File: config.mk
export PLATFORM = sky130hd
export DESIGN_NAME = flash_read_sequencer
export DESIGN_NICKNAME = d
export VERILOG_FILES = /design/src/rtl/flash_read_sequencer.sv
export SDC_FILE = /design/constraint.sdc
export NUM_CORES = 1
export LEC_CHECK = 0
export ABC_AREA = 1
export ABC_CLOCK_PERIOD_IN_PS = 2070
export BUFFER_PORTS_ARGS = -buffer_cell sky130_fd_sc_hd__buf_2
export CAP_MARGIN = 20
export CORE_UTILIZATION = 40
export CTS_BUF_LIST = sky130_fd_sc_hd__clkbuf_4
export DETAILED_ROUTE_END_ITERATION = 8
export PLACE_DENSITY_LB_ADDON = 0.15
export SLEW_MARGIN = 40
export SYNTH_ARGS = -nofsm -noshare
export SYNTH_HDL_FRONTEND = slang
export SYNTH_SLANG_ARGS = --single-unit
File: constraint.sdc
create_clock -name clk -period 2.07 [get_ports clk]
set_input_delay 0.207 -clock clk [delete_from_list [all_inputs] [get_ports clk]]
set_output_delay 0.207 -clock clk [all_outputs]
set_load 0.01 [all_outputs]
File: src/rtl/flash_read_sequencer.sv
// Flash READ sequencer: owns the shared SPI byte engine during a read burst
// and parks CPU byte transfers in a single slot until the burst has finished.
module flash_read_sequencer #(
    parameter logic [7:0]  READ_CMD = 8'h03,
    parameter int unsigned CS_GAP   = 4
) (
    input  logic        clk,
    input  logic        rst,
    input  logic        start,
    input  logic [23:0] flash_addr,
    input  logic [15:0] len,
    input  logic        abort,
    output logic        busy,
    output logic        done,
    output logic        aborted,
    output logic [7:0]  data_out,
    output logic        data_valid,
    input  logic        data_ack,
    input  logic        cpu_cs_n,
    input  logic        cpu_xfer_req,
    input  logic [7:0]  cpu_tx,
    output logic        cpu_wait_n,
    output logic        spi_cs_n,
    output logic        xfer_start,
    output logic [7:0]  xfer_tx,
    input  logic        xfer_done,
    input  logic [7:0]  xfer_rx
);

    typedef enum logic [2:0] {
        S_IDLE, S_CMD, S_A2, S_A1, S_A0, S_DATA, S_HOLD, S_GAP
    } state_t;

    state_t      state, state_d;
    logic [23:0] addr_q;
    logic [15:0] remain_q;
    logic [3:0]  gap_q;
    logic        abort_q, aborted_q;
    logic        seq_start_q;
    logic [7:0]  seq_tx_q;
    logic        dv_q;
    logic [7:0]  dout_q;
    logic        pend_valid_q, pend_issued_q, pend_fire_q;
    logic [7:0]  pend_tx_q;

    logic        accept, aborting, in_xfer, issue, capture, go_abort;
    logic [7:0]  tx_d;

    assign accept   = (state == S_IDLE) && start && cpu_cs_n && !pend_valid_q;
    assign aborting = abort_q || abort;
    assign in_xfer  = (state == S_CMD) || (state == S_A2) || (state == S_A1) ||
                      (state == S_A0)  || (state == S_DATA);

    always_ff @(posedge clk or posedge rst) begin
        if (rst) state <= S_IDLE;
        else     state <= state_d;
    end

    always_comb begin
        state_d  = state;
        issue    = 1'b0;
        capture  = 1'b0;
        go_abort = 1'b0;
        tx_d     = seq_tx_q;
        case (state)
            S_IDLE: if (accept) begin
                if (len == '0) begin
                    state_d = S_GAP;
                end else begin
                    state_d = S_CMD;
                    issue   = 1'b1;
                    tx_d    = READ_CMD;
                end
            end
            S_CMD, S_A2, S_A1, S_A0: if (xfer_done) begin
                if (aborting) begin
                    state_d  = S_GAP;
                    go_abort = 1'b1;
                end else begin
                    issue = 1'b1;
                    case (state)
                        S_CMD:   begin state_d = S_A2;   tx_d = addr_q[23:16]; end
                        S_A2:    begin state_d = S_A1;   tx_d = addr_q[15:8];  end
                        S_A1:    begin state_d = S_A0;   tx_d = addr_q[7:0];   end
                        default: begin state_d = S_DATA; tx_d = 8'hFF;         end
                    endcase
                end
            end
            S_DATA: if (xfer_done) begin
                state_d = S_GAP;
                if (aborting) begin
                    go_abort = 1'b1;
                end else begin
                    state_d = S_HOLD;
                    capture = 1'b1;
                end
            end
            S_HOLD: begin
                if (abort) begin
                    state_d  = S_GAP;
                    go_abort = 1'b1;
                end else if (data_ack) begin
                    // remain_q is the count before this ack's decrement
                    if (remain_q != 16'd1) begin
                        state_d = S_DATA;
                        issue   = 1'b1;
                        tx_d    = 8'hFF;
                    end else begin
                        state_d = S_GAP;
                    end
                end
            end
            S_GAP: if (gap_q == '0) state_d = S_IDLE;
            default: state_d = S_IDLE;
        endcase
    end

    always_ff @(posedge clk or posedge rst) begin
        if (rst) begin
            addr_q      <= '0;
            remain_q    <= '0;
            gap_q       <= '0;
            abort_q     <= 1'b0;
            aborted_q   <= 1'b0;
            seq_start_q <= 1'b0;
            seq_tx_q    <= 8'hFF;
            dv_q        <= 1'b0;
            dout_q      <= '0;
        end else begin
            seq_start_q <= issue;
            seq_tx_q    <= tx_d;
            if (accept) begin
                addr_q   <= flash_addr;
                remain_q <= len;
            end else if (state == S_HOLD && !abort && data_ack) begin
                remain_q <= remain_q - 16'd1;
            end
            // A zero-length request spends a single GAP cycle so busy lasts one cycle
            if (state_d == S_GAP && state != S_GAP)
                gap_q <= (state == S_IDLE) ? '0 : 4'(CS_GAP - 1);
            else if (state == S_GAP && gap_q != '0)
                gap_q <= gap_q - 4'd1;
            if (accept || state_d == S_GAP)    abort_q <= 1'b0;
            else if (abort && in_xfer)         abort_q <= 1'b1;
            if (accept)        aborted_q <= 1'b0;
            else if (go_abort) aborted_q <= 1'b1;
            if (capture) begin
                dout_q <= xfer_rx;
                dv_q   <= 1'b1;
            end else if (state == S_HOLD && state_d != S_HOLD) begin
                dv_q <= 1'b0;
            end
        end
    end

    // Pending CPU slot: fires the cycle after busy falls, released by its xfer_done
    always_ff @(posedge clk or posedge rst) begin
        if (rst) begin
            pend_valid_q  <= 1'b0;
            pend_issued_q <= 1'b0;
            pend_fire_q   <= 1'b0;
            pend_tx_q     <= 8'hFF;
        end else begin
            pend_fire_q <= (state == S_IDLE) && pend_valid_q && !pend_issued_q && !pend_fire_q;
            if (busy && cpu_xfer_req) begin
                pend_valid_q  <= 1'b1;
                pend_issued_q <= 1'b0;
                pend_tx_q     <= cpu_tx;
            end else if (pend_fire_q) begin
                pend_issued_q <= 1'b1;
            end else if (pend_issued_q && xfer_done) begin
                pend_valid_q  <= 1'b0;
                pend_issued_q <= 1'b0;
            end
        end
    end

    assign busy       = (state != S_IDLE);
    assign done       = (state == S_GAP) && (gap_q == '0);
    assign aborted    = aborted_q;
    assign data_out   = dout_q;
    assign data_valid = dv_q;
    assign cpu_wait_n = !pend_valid_q;
    assign spi_cs_n   = busy ? !(in_xfer || state == S_HOLD) : cpu_cs_n;
    assign xfer_start = busy ? seq_start_q : (cpu_xfer_req || pend_fire_q);
    assign xfer_tx    = busy ? seq_tx_q : (pend_fire_q ? pend_tx_q : cpu_tx);

endmodule

==> reports/metrics.cfg, run 1 <==
[floorplan]
rows=36
placeableCoreArea_um2=9819
start_util_pct=41.45
die-area_um2=10580
dieWidth_um=102.9
die_y_um=102.9
ios=87

[power_and_ir_drop]
internal_power_uw=3766
pwr-share-comb_pct=41.7
ir_worst_vdd_v=0.0005703
seqPwrFrac_pct=39.0
clock_power_share_pct=19.4
power.density_nw_per_um2=1169
switching_share_pct=39.76
switchingPower_uw=2485
p_leak_uw=0.002679

[clocking]
cts_tree=built
clkTransAtPathRegs_ns=0.13
clockBufferDepth=2
htree_levels=3
clock-sinks=78
clk_latency_ns=0.44
cts_buffers=9
cts_root_buf=clkbuf_4

[min_path]
min_from=len[5]
min_to=remain_q[5]
hold_path_class=in -> reg
hold_depth=3

[timing]
setup-tns-final_ns=0
rsz0062_at_grt=false
fmax_mhz=514.2
finalWorstSetupSlack_ns=0.1254
slew_headroom_pct=55.78
finalMaxSlewViolations=0
period_needed_ns=1.945
tightestPinTransition_ns=0.6633
finalSetupViolations=0
timing.final.crit_share_pct=93.94
hold_viol_final=0
finClkSkew_ns=0.02316

[synth]
syn_inst=520
syn-num-nets=587
yosysSeqAreaShare_pct=48.45
async_flop_share_pct=100.0
syn_area_um2=4070
synth-seq-cells=78
synth_cell_types=38
synth_ff_type=dfrtp_1
yosysWarnings=0
syn_avg_cell_area_um2=7.827
synth_edf_count=0

[place]
post-dp-hpwl_um=6990
gp_congestion=0.8886
port_buffers=86
dp_slack_ns=0.1511

[grt]
track_usage_pct=20.15
grt_max_degree=79
gr-total-overflow=0
antenna_found_initial=0
grt_pass1_wl_um=16390
grt_pass1_vias=3598

[cells_and_area]
drive_gt1_share_pct=24.28
insertedDiodeCount=0
layout.nets=725
syn_to_final_growth_pct=31.39

[critical_path]
path_cells=inv_2 -> nand2_1 -> buf_6 -> clkinvlp_4 -> o21ai_0 -> buf_2
crit_path_start=state[2]
slowest_stage=dfrtp_1
crit_fanout=12
cp.arrival_ns=1.74
r2r_start=state[0]
r2r_end=seq_tx_q[0]
reg2regPathDepth=6
endpoint_kind=primary output
critPathKind=reg -> out
timing.critical_path.required_ns=1.86
reg2reg_slack_ns=0.22
cpPeakStageDelay_ns=0.39
crit_path_start_kind=flop

[detailed_routing]
drc=0
wl_met3_um=509
vias=3819
routed_via_density=4.798
dr.pass1.iters=4
dr_wl_met2_um=4513
dr.max_layer_used=met4
drt-met1-wl_um=4960
wirelength_um=10160
routedWlPerCell_um=12.76
drt_iter0_markers=169
ant_nets=0

[run_status]
status=finished clean

[run]
cap_violations=0

-- cells in the mapped netlist (2+ instances only) --
library cell	count	area [um2]
mux2_2	8	90.09
o21ai_0	34	170.2
xor2_1	6	52.55
inv_2	9	33.78
xnor2_1	3	26.28
nand2_2	2	12.51
nand2_1	178	668.1
nor2_2	3	18.77
a21oi_1	6	30.03
dfrtp_1	62	1551
dfstp_2	16	420.4
nor4_1	2	12.51
nand4_1	2	12.51
clkbuf_1	8	30.03
o31ai_1	2	15.01
o211ai_1	4	30.03
o21ai_1	10	50.05
a22oi_1	8	60.06
ha_1	3	37.54
inv_1	52	195.2
buf_2	5	25.02
o221ai_1	6	52.55
nor3_1	2	10.01
nand3_1	35	175.2
nor2_1	41	153.9
-- cell usage in the layout, fill, tap and decap left out, types with 3 or more instances in the layout --
cell type	n
ha_1	3
o221ai_1	6
xnor2_1	3
o211ai_1	4
o21ai_1	12
clkinvlp_4	4
inv_1	50
bufinv_16	3
o21ai_0	32
dlygate4sd3_1	44
dfrtp_1	61
a22oi_1	8
nand2_1	178
buf_4	9
clkbuf_4	10
inv_2	9
nor2_2	3
dfstp_2	16
nor2_1	41
nand3_1	35
xor2_1	6
mux2_2	8
a21oi_1	6
buf_2	86
-- stage by stage --
step                      util, %  hold WS (ns)  instance area (um2)  instances  power [uW]
after floorplan                 -        0.2968                 4074        520        4190
after global placement      47.55        0.3604                 4669        732        4855
after detailed placement    47.55        0.3672                 4669        732        4913
after CTS                   54.15     0.0003668                 5318        794        6259
after global routing        54.46      0.002083                 5348        796        6795
final                       54.46       0.02640                 5348        796        6251
-- sequential cells by signal, summed over array words and instances (netlist names) --
signal and flops:
seq_tx_q 8, gap_q 4, addr_q 24, pend_issued_q 1, data_out 8, pend_tx_q 8, pend_valid_q 1, pend_fire_q 1
aborted 1, data_valid 1, seq_start_q 1, state 3, abort_q 1, remain_q 16
-- cell type report --
cell class	count	area (um2)
Clock buffer	10	75.07
Clock inverter	6	117.6
Fill cell	956	4472
Inverter	61	236.5
Multi-Input combinational cell	366	1802
Sequential cell	78	1973
Tap cell	133	166.4
Timing Repair Buffer	141	969.7
Timing Repair inverter	1	7.507
-- critical path, delay by kind of cell, from the launching register on --
| family | cells | cell delay (ns) |
|---|---|---|
| flops | 1 | 0.39 |
| simple gates | 1 | 0.14 |
| buf+inv | 4 | 0.58 |
| compound gates | 1 | 0.20 |
-- cell families after synthesis --
group / count (synthesis) / share of synthesized area (%)
adder cells (fa/ha/maj): 3 / 0.9223
AO/OA/AOI/OAI: 75 / 11.53
AND/OR/NAND/NOR: 271 / 27.51
XOR/XNOR: 9 / 1.937
buffers and inverters: 76 / 7.439
multiplexers: 8 / 2.213
flip-flops: 78 / 48.45
-- per-layer routing --
layer,up-vias,track usage [%]
met1,1750,27.18
met2,102,32.21
met3,16,4.542
met5,-,0
li1,1951,-
met4,0,6.609
-- worst max path at each step --
stage | to | slack [ns] | cells after the start
2_1_floorplan | xfer_tx[5] | 0.43 | 8
3_3_place_gp | remain_q[13] | 0.18 | 6
3_5_place_dp | remain_q[13] | 0.15 | 6
4_1_cts | xfer_tx[7] | 0.05 | 6
5_1_grt | xfer_tx[6] | 0.004 | 7
6_report | xfer_tx[7] | 0.13 | 6
-- power groups by stage --
stage	Combinational (uW)	Sequential (uW)	Clock (uW)
after floorplan	1780	2410	0
after global placement	2390	2470	0
after detailed placement	2430	2480	0
after CTS	2590	2430	1240
after global routing	2980	2500	1320
final	2600	2440	1210
-- timing repair --
item | in CTS | in global routing
gates resized for setup | 3 | 4
hold endpoints to repair | 103 | 2
gates cloned | 1 | 0
pin swaps | 0 | 0
hold buffers | 42 | 2
setup endpoints to repair | 8 | 10
setup buffers | 3 | 0
Power figures use the tool's default switching activity.
==> inputs of run 2 (changes only) <==
--- a/config.mk
+++ b/config.mk
@@ -9,6 +9,7 @@
 export ABC_CLOCK_PERIOD_IN_PS = 2070
 export BUFFER_PORTS_ARGS = -buffer_cell sky130_fd_sc_hd__buf_2
 export CAP_MARGIN = 20
+export CORE_ASPECT_RATIO = 0.5
 export CORE_UTILIZATION = 40
 export CTS_BUF_LIST = sky130_fd_sc_hd__clkbuf_4
 export DETAILED_ROUTE_END_ITERATION = 8
==> run 2 against run 1 <==
Net effect: setup slack improved by 0.012 ns; clock skew is 0.010 ns lower; utilization is 1.3 points higher; largest cell class unchanged; highest routed layer unchanged.
==> reports/metrics.cfg, run 2 (synthesized netlist as in run 1, its figures left out) <==
[clocking]
cts_tree=built
htree_levels=3  ; unchanged
cts_buffers=9  ; unchanged
cts_root_buf=clkbuf_4
clk_latency_ns=0.44  ; about the same
clockBufferDepth=2  ; unchanged
clock-sinks=78  ; unchanged
clkTransAtPathRegs_ns=0.11  ; -0.02 ns

[timing]
tightestPinTransition_ns=0.4880  ; -0.1754 ns
rsz0062_at_grt=false
finalWorstSetupSlack_ns=0.1370  ; +0.01162 ns
timing.final.crit_share_pct=93.38  ; -0.56 points
finClkSkew_ns=0.01279  ; -0.01037 ns
hold_viol_final=0  ; unchanged
finalSetupViolations=0  ; unchanged
setup-tns-final_ns=0  ; unchanged
fmax_mhz=517.3  ; +0.60%
period_needed_ns=1.933  ; -0.01162 ns
slew_headroom_pct=67.39  ; +12 points
finalMaxSlewViolations=0  ; unchanged

[critical_path]
slowest_stage=dfrtp_1
critPathKind=reg -> out
crit_fanout=8  ; -4
endpoint_kind=primary output
timing.critical_path.required_ns=1.86  ; about the same
cpPeakStageDelay_ns=0.44  ; +0.05 ns
path_cells=nor2_2 -> nand2_1 -> buf_6 -> o21ai_0 -> buf_2
crit_path_start_kind=flop
crit_family=flip-flops
cp.arrival_ns=1.73  ; about the same
critPathBufInv=2  ; -2

[cells_and_area]
final_cell_mix=nand2_1, buf_2, dfrtp_1
fill_cells=926  ; -3.1%
final_common_cell=nand2_1
syn_to_final_growth_pct=32.43
largest_register=addr_q
layout.nets=735  ; +1.4%
drive_gt1_share_pct=24.37  ; +0.085 points
largest_reg_flops=24  ; unchanged
largestRegisters=addr_q: 24 flops, remain_q: 16 flops

[run]
cap_violations=0  ; unchanged

[detailed_routing]
vias=3859  ; +1.0%
dr.pass1.iters=6  ; +2
ant_nets=0  ; unchanged
routedWlPerCell_um=12.80  ; +0.31%
routed_via_density=4.770  ; -0.58%
drc=0  ; unchanged
drt_iter0_markers=164  ; -3.0%
wirelength_um=10360  ; +1.9%

[grt]
grt_pass1_wl_um=16570  ; +1.1%
grt_max_degree=79  ; unchanged
gr-total-overflow=0  ; unchanged
antenna_found_initial=1  ; +1
grt_pass1_vias=3518  ; -2.2%
track_usage_pct=20.92  ; +0.76 points

[floorplan]
ios=87  ; unchanged
start_util_pct=42.11  ; +0.66 points
die-area_um2=10610  ; +0.23%
die_y_um=73.33  ; -29%
placeableCoreArea_um2=9666  ; -1.6%
rows=25  ; -31%
dieWidth_um=144.7  ; +41%

[place]
gp_congestion=0.8766  ; -1.4%
post-dp-hpwl_um=7012  ; +0.31%
port_buffers=86  ; unchanged
dp_slack_ns=0.2024  ; +0.05133 ns

[power_and_ir_drop]
power.density_nw_per_um2=1114  ; -4.7%
ir_worst_vdd_v=0.0003807  ; -33%
p_leak_uw=0.002696  ; +0.66%

[run_status]
status=finished clean

[min_path]
hold_path_class=in -> reg

[run 2: cell types whose count changed in the layout (fill, tap and decap cells not counted), moves of 2 or more]
cell,previous run,this run
bufinv_16,3,1
clkinv_1,0,2
buf_4,9,12
dlygate4sd3_1,44,50
[run 2: area by class of cell]
type / instances / area (um2) / area share, %
Sequential cell: 78 / 1974 / 36.63
Multi-Input combinational cell: 366 / 1795 / 33.31
Timing Repair Buffer: 151 / 1072 / 19.89
Inverter: 61 / 236.5 / 4.387
Tap cell: 135 / 168.9 / 3.134
Clock buffer: 11 / 82.58 / 1.532
Clock inverter: 5 / 50.05 / 0.9285
Timing Repair inverter: 1 / 7.507 / 0.1393
Antenna cell: 1 / 2.502 / 0.04643
[run 2: where the power goes]
group	internal, uW	total [uW]	switching (uW)	leakage (uW)
combinational	1090	2650	1560	0.00165
sequential	2100	2440	337	0.000969
clock	386	915	529	0.0000719
total	3580	6010	2430	0.00270
[run 2: final timing paths]
kind	to	slack, ns	from	depth (start not counted)
worst max-delay path	xfer_start	0.14	state[1]	5
worst min-delay path	remain_q[11]	0.03	len[11]	3
worst max register to register	gap_q[3]	0.21	state[1]	10
worst min register to register	pend_fire_q	0.46	pend_issued_q	1
max in group asynchronous	state[0]	1.32	rst	4
min in group asynchronous	pend_valid_q	0.41	rst	4
[run 2: tightest hold or removal path: cells and delay by family]
kind / cells / cell delay (ns)
and+or+nand+nor: 1 / 0.06
AOI/OAI and AO/OA: 1 / 0.08
buffers and inverters: 1 / 0.09
[run 2: layer usage]
metal | vias to the layer above | global-route usage, % | wire length [um]
li1 | 1973 | - | -
met1 | 1781 | 29.57 | 5182
met2 | 93 | 31.94 | 4559
met3 | 12 | 5.085 | 496
met4 | 0 | 6.082 | 118
met5 | - | 0 | 0
[run 2: metrics by stage]
step | util (%) | instances | area (um2) | total power [uW] | hold slack, ns
finish | 55.77 | 809 | 5390 | 6005 | 0.02985
global route | 55.77 | 809 | 5390 | 6521 | 0.01886
CTS | 54.98 | 800 | 5314 | 5934 | 0.004663
detailed placement | 48.18 | 732 | 4657 | 4891 | 0.3585
global placement | 48.18 | 732 | 4657 | 4855 | 0.3601
floorplan | - | 520 | 4074 | 4190 | 0.2968
[run 2: timing repair]
action	4_1_cts	5_1_grt
pin swaps	0	1
hold endpoints to repair	111	0
cloned	1	0
hold buffers	50	0
endpoints found under the setup margin	8	8
resized for setup	4	4
buffers inserted	1	8
==> inputs of run 3 (changes only) <==
--- a/config.mk
+++ b/config.mk
@@ -12,9 +12,10 @@
 export CORE_ASPECT_RATIO = 0.5
 export CORE_UTILIZATION = 40
 export CTS_BUF_LIST = sky130_fd_sc_hd__clkbuf_4
+export CTS_CLUSTER_DIAMETER = 150
 export DETAILED_ROUTE_END_ITERATION = 8
-export PLACE_DENSITY_LB_ADDON = 0.15
-export SLEW_MARGIN = 40
+export PLACE_DENSITY = 0.66
+export SLEW_MARGIN = 20
 export SYNTH_ARGS = -nofsm -noshare
 export SYNTH_HDL_FRONTEND = slang
 export SYNTH_SLANG_ARGS = --single-unit
==> run 3 against run 2 <==
Net effect: final cell count decreased by 0.49%; global-route usage is 0.14 points higher; highest routed layer unchanged; first-iteration DRC count increased by 61%; hold slack lost 0.0049 ns; final area fell by 0.44%; utilization is 0.25 points lower; flip-flop and latch count unchanged.
==> reports/metrics.cfg, run 3 (synthesized netlist as in run 1, its figures left out) <==
[run_status]
status=finished clean

[clocking]
clk_latency_ns=0.44  ; about the same
cts_buffers=9  ; unchanged
cts_root_buf=clkbuf_4
cts_tree=built
htree_levels=3  ; unchanged
clkTransAtPathRegs_ns=0.12  ; about the same
clock-sinks=78  ; unchanged
clockBufferDepth=2  ; unchanged

[timing]
finalMaxSlewViolations=0  ; unchanged
rsz0062_at_grt=false
timing.final.crit_share_pct=94.86  ; +1.5 points
finalSetupViolations=0  ; unchanged
tightestPinTransition_ns=0.5750  ; +0.08697 ns
fmax_mhz=509.3  ; -1.6%
finClkSkew_ns=0.01400  ; +0.001212 ns
slew_headroom_pct=61.67  ; -5.7 points
hold_viol_final=0  ; unchanged
holdWs_ns=0.02495  ; -0.004904 ns
period_needed_ns=1.964  ; +0.03060 ns
setup-tns-final_ns=0  ; unchanged

[cells_and_area]
largest_register=addr_q
final_cell_mix=nand2_1, buf_2, dfrtp_1
largest_reg_flops=24  ; unchanged
final_common_cell=nand2_1
syn_to_final_growth_pct=31.85
layout.nets=732  ; -0.41%
largestRegisters=addr_q: 24 flops, remain_q: 16 flops
insertedDiodeCount=0  ; -1
fill_cells=908  ; -1.9%
drive_gt1_share_pct=24.18  ; -0.19 points
utilization_pct=55.52  ; -0.25 points

[detailed_routing]
ant_nets=0  ; unchanged
vias=3835  ; -0.62%
dr.pass1.iters=5  ; -1
drt_iter0_markers=264  ; +61%
routed_via_density=4.764  ; -0.13%
drc=0  ; unchanged
wirelength_um=10430  ; +0.69%
routedWlPerCell_um=12.95  ; +1.2%

[floorplan]
start_util_pct=42.11  ; unchanged
die-area_um2=10610  ; unchanged
placeableCoreArea_um2=9666  ; unchanged
dieWidth_um=144.7  ; unchanged
rows=25  ; unchanged
ios=87  ; unchanged
die_y_um=73.33  ; unchanged

[critical_path]
endpoint_kind=primary output
critPathKind=reg -> out
cp.arrival_ns=1.76  ; +0.03 ns
timing.critical_path.required_ns=1.86  ; about the same
crit_path_start_kind=flop
crit_fanout=8  ; unchanged

[place]
gp_congestion=0.8727  ; -0.44%
port_buffers=86  ; unchanged
post-dp-hpwl_um=7163  ; +2.2%

[grt]
grt_max_degree=79  ; unchanged
track_usage_pct=21.06  ; +0.14 points
grt_pass1_vias=3628  ; +3.1%
grt_pass1_wl_um=16950  ; +2.3%
gr-total-overflow=0  ; unchanged
antenna_found_initial=0  ; -1

[power_and_ir_drop]
ir_worst_vdd_v=0.0004298  ; +13%
power.density_nw_per_um2=1132  ; +1.6%
p_leak_uw=0.002693  ; -0.11%

[min_path]
hold_path_class=in -> reg

[run]
cap_violations=0  ; unchanged

-- run 3: changes by cell type in the layout (fill, tap and decap cells not counted) --
cell,previous run,this run
buf_12,2,1
bufinv_16,1,2
clkbuf_4,11,10
clkinv_2,1,2
clkinvlp_4,4,3
dfrtp_1,60,61
dfrtp_2,2,1
diode_2,1,0
dlygate4sd3_1,50,48
o21ai_0,31,30
o21ai_1,13,14
-- run 3: per-stage QoR --
stage | instances | power, uW | setup WS [ns] | area (um2)
4_1_cts | 803 | 6070 | 0.02178 | 5351
2_1_floorplan | 520 | 4190 | 0.4265 | 4074
3_5_place_dp | 737 | 4933 | 0.2076 | 4695
3_3_place_gp | 737 | 4864 | 0.3016 | 4695
5_1_grt | 805 | 6579 | 0.006375 | 5366
6_report | 805 | 6075 | 0.1064 | 5366
-- run 3: where the power goes --
| group | internal (uW) | switching, uW | total (uW) |
|---|---|---|---|
| Combinational | 1030 | 1560 | 2600 |
| Clock | 492 | 520 | 1010 |
| Sequential | 2100 | 363 | 2470 |
| Total | 3630 | 2450 | 6080 |
-- run 3: metal layers --
layer / up-vias / wire length [um] / GRT usage [%]
met5: - / 0 / 0
met4: 0 / 74 / 5.614
met3: 6 / 443 / 4.824
met2: 73 / 4998 / 34.94
met1: 1788 / 4910 / 27.98
li1: 1968 / - / -
-- run 3: worst paths after layout --
check | slack [ns] | startpoint | endpoint | cells after the start
worst max-delay path | 0.11 | state[0] | xfer_tx[5] | 7
worst min-delay path | 0.02 | cpu_tx[6] | pend_tx_q[6] | 3
min in group asynchronous | 0.43 | rst | pend_fire_q | 4
max in group asynchronous | 1.31 | rst | data_out[4] | 4
worst min register to register | 0.48 | pend_issued_q | pend_fire_q | 1
worst max register to register | 0.16 | state[0] | gap_q[3] | 13
-- run 3: repair_timing --
action	in CTS	in global routing
hold buffers	48	0
buffers inserted	1	2
setup endpoints to repair	8	7
gates cloned	1	0
gates resized for setup	6	2
hold endpoints to repair	109	0
-- run 3: area by class of cell --
class | count | area, um2 | share of cell area (%)
inverter | 61 | 236.5 | 4.407
timing repair inverter | 1 | 7.507 | 0.1399
clock inverter | 6 | 77.57 | 1.446
clock buffer | 10 | 75.07 | 1.399
multi-input combinational | 366 | 1795 | 33.46
sequential | 78 | 1973 | 36.77
tap | 135 | 168.9 | 3.148
timing repair buffer | 148 | 1032 | 19.24
-- run 3: critical path, stage by stage (launching register included) --
cell and delay (ns):
dfrtp_2 0.48, nor2_2 0.12, nand2_1 0.12, buf_6 0.17
clkinvlp_4 0.12, nand2_1 0.06, o21ai_1 0.10, buf_2 0.16
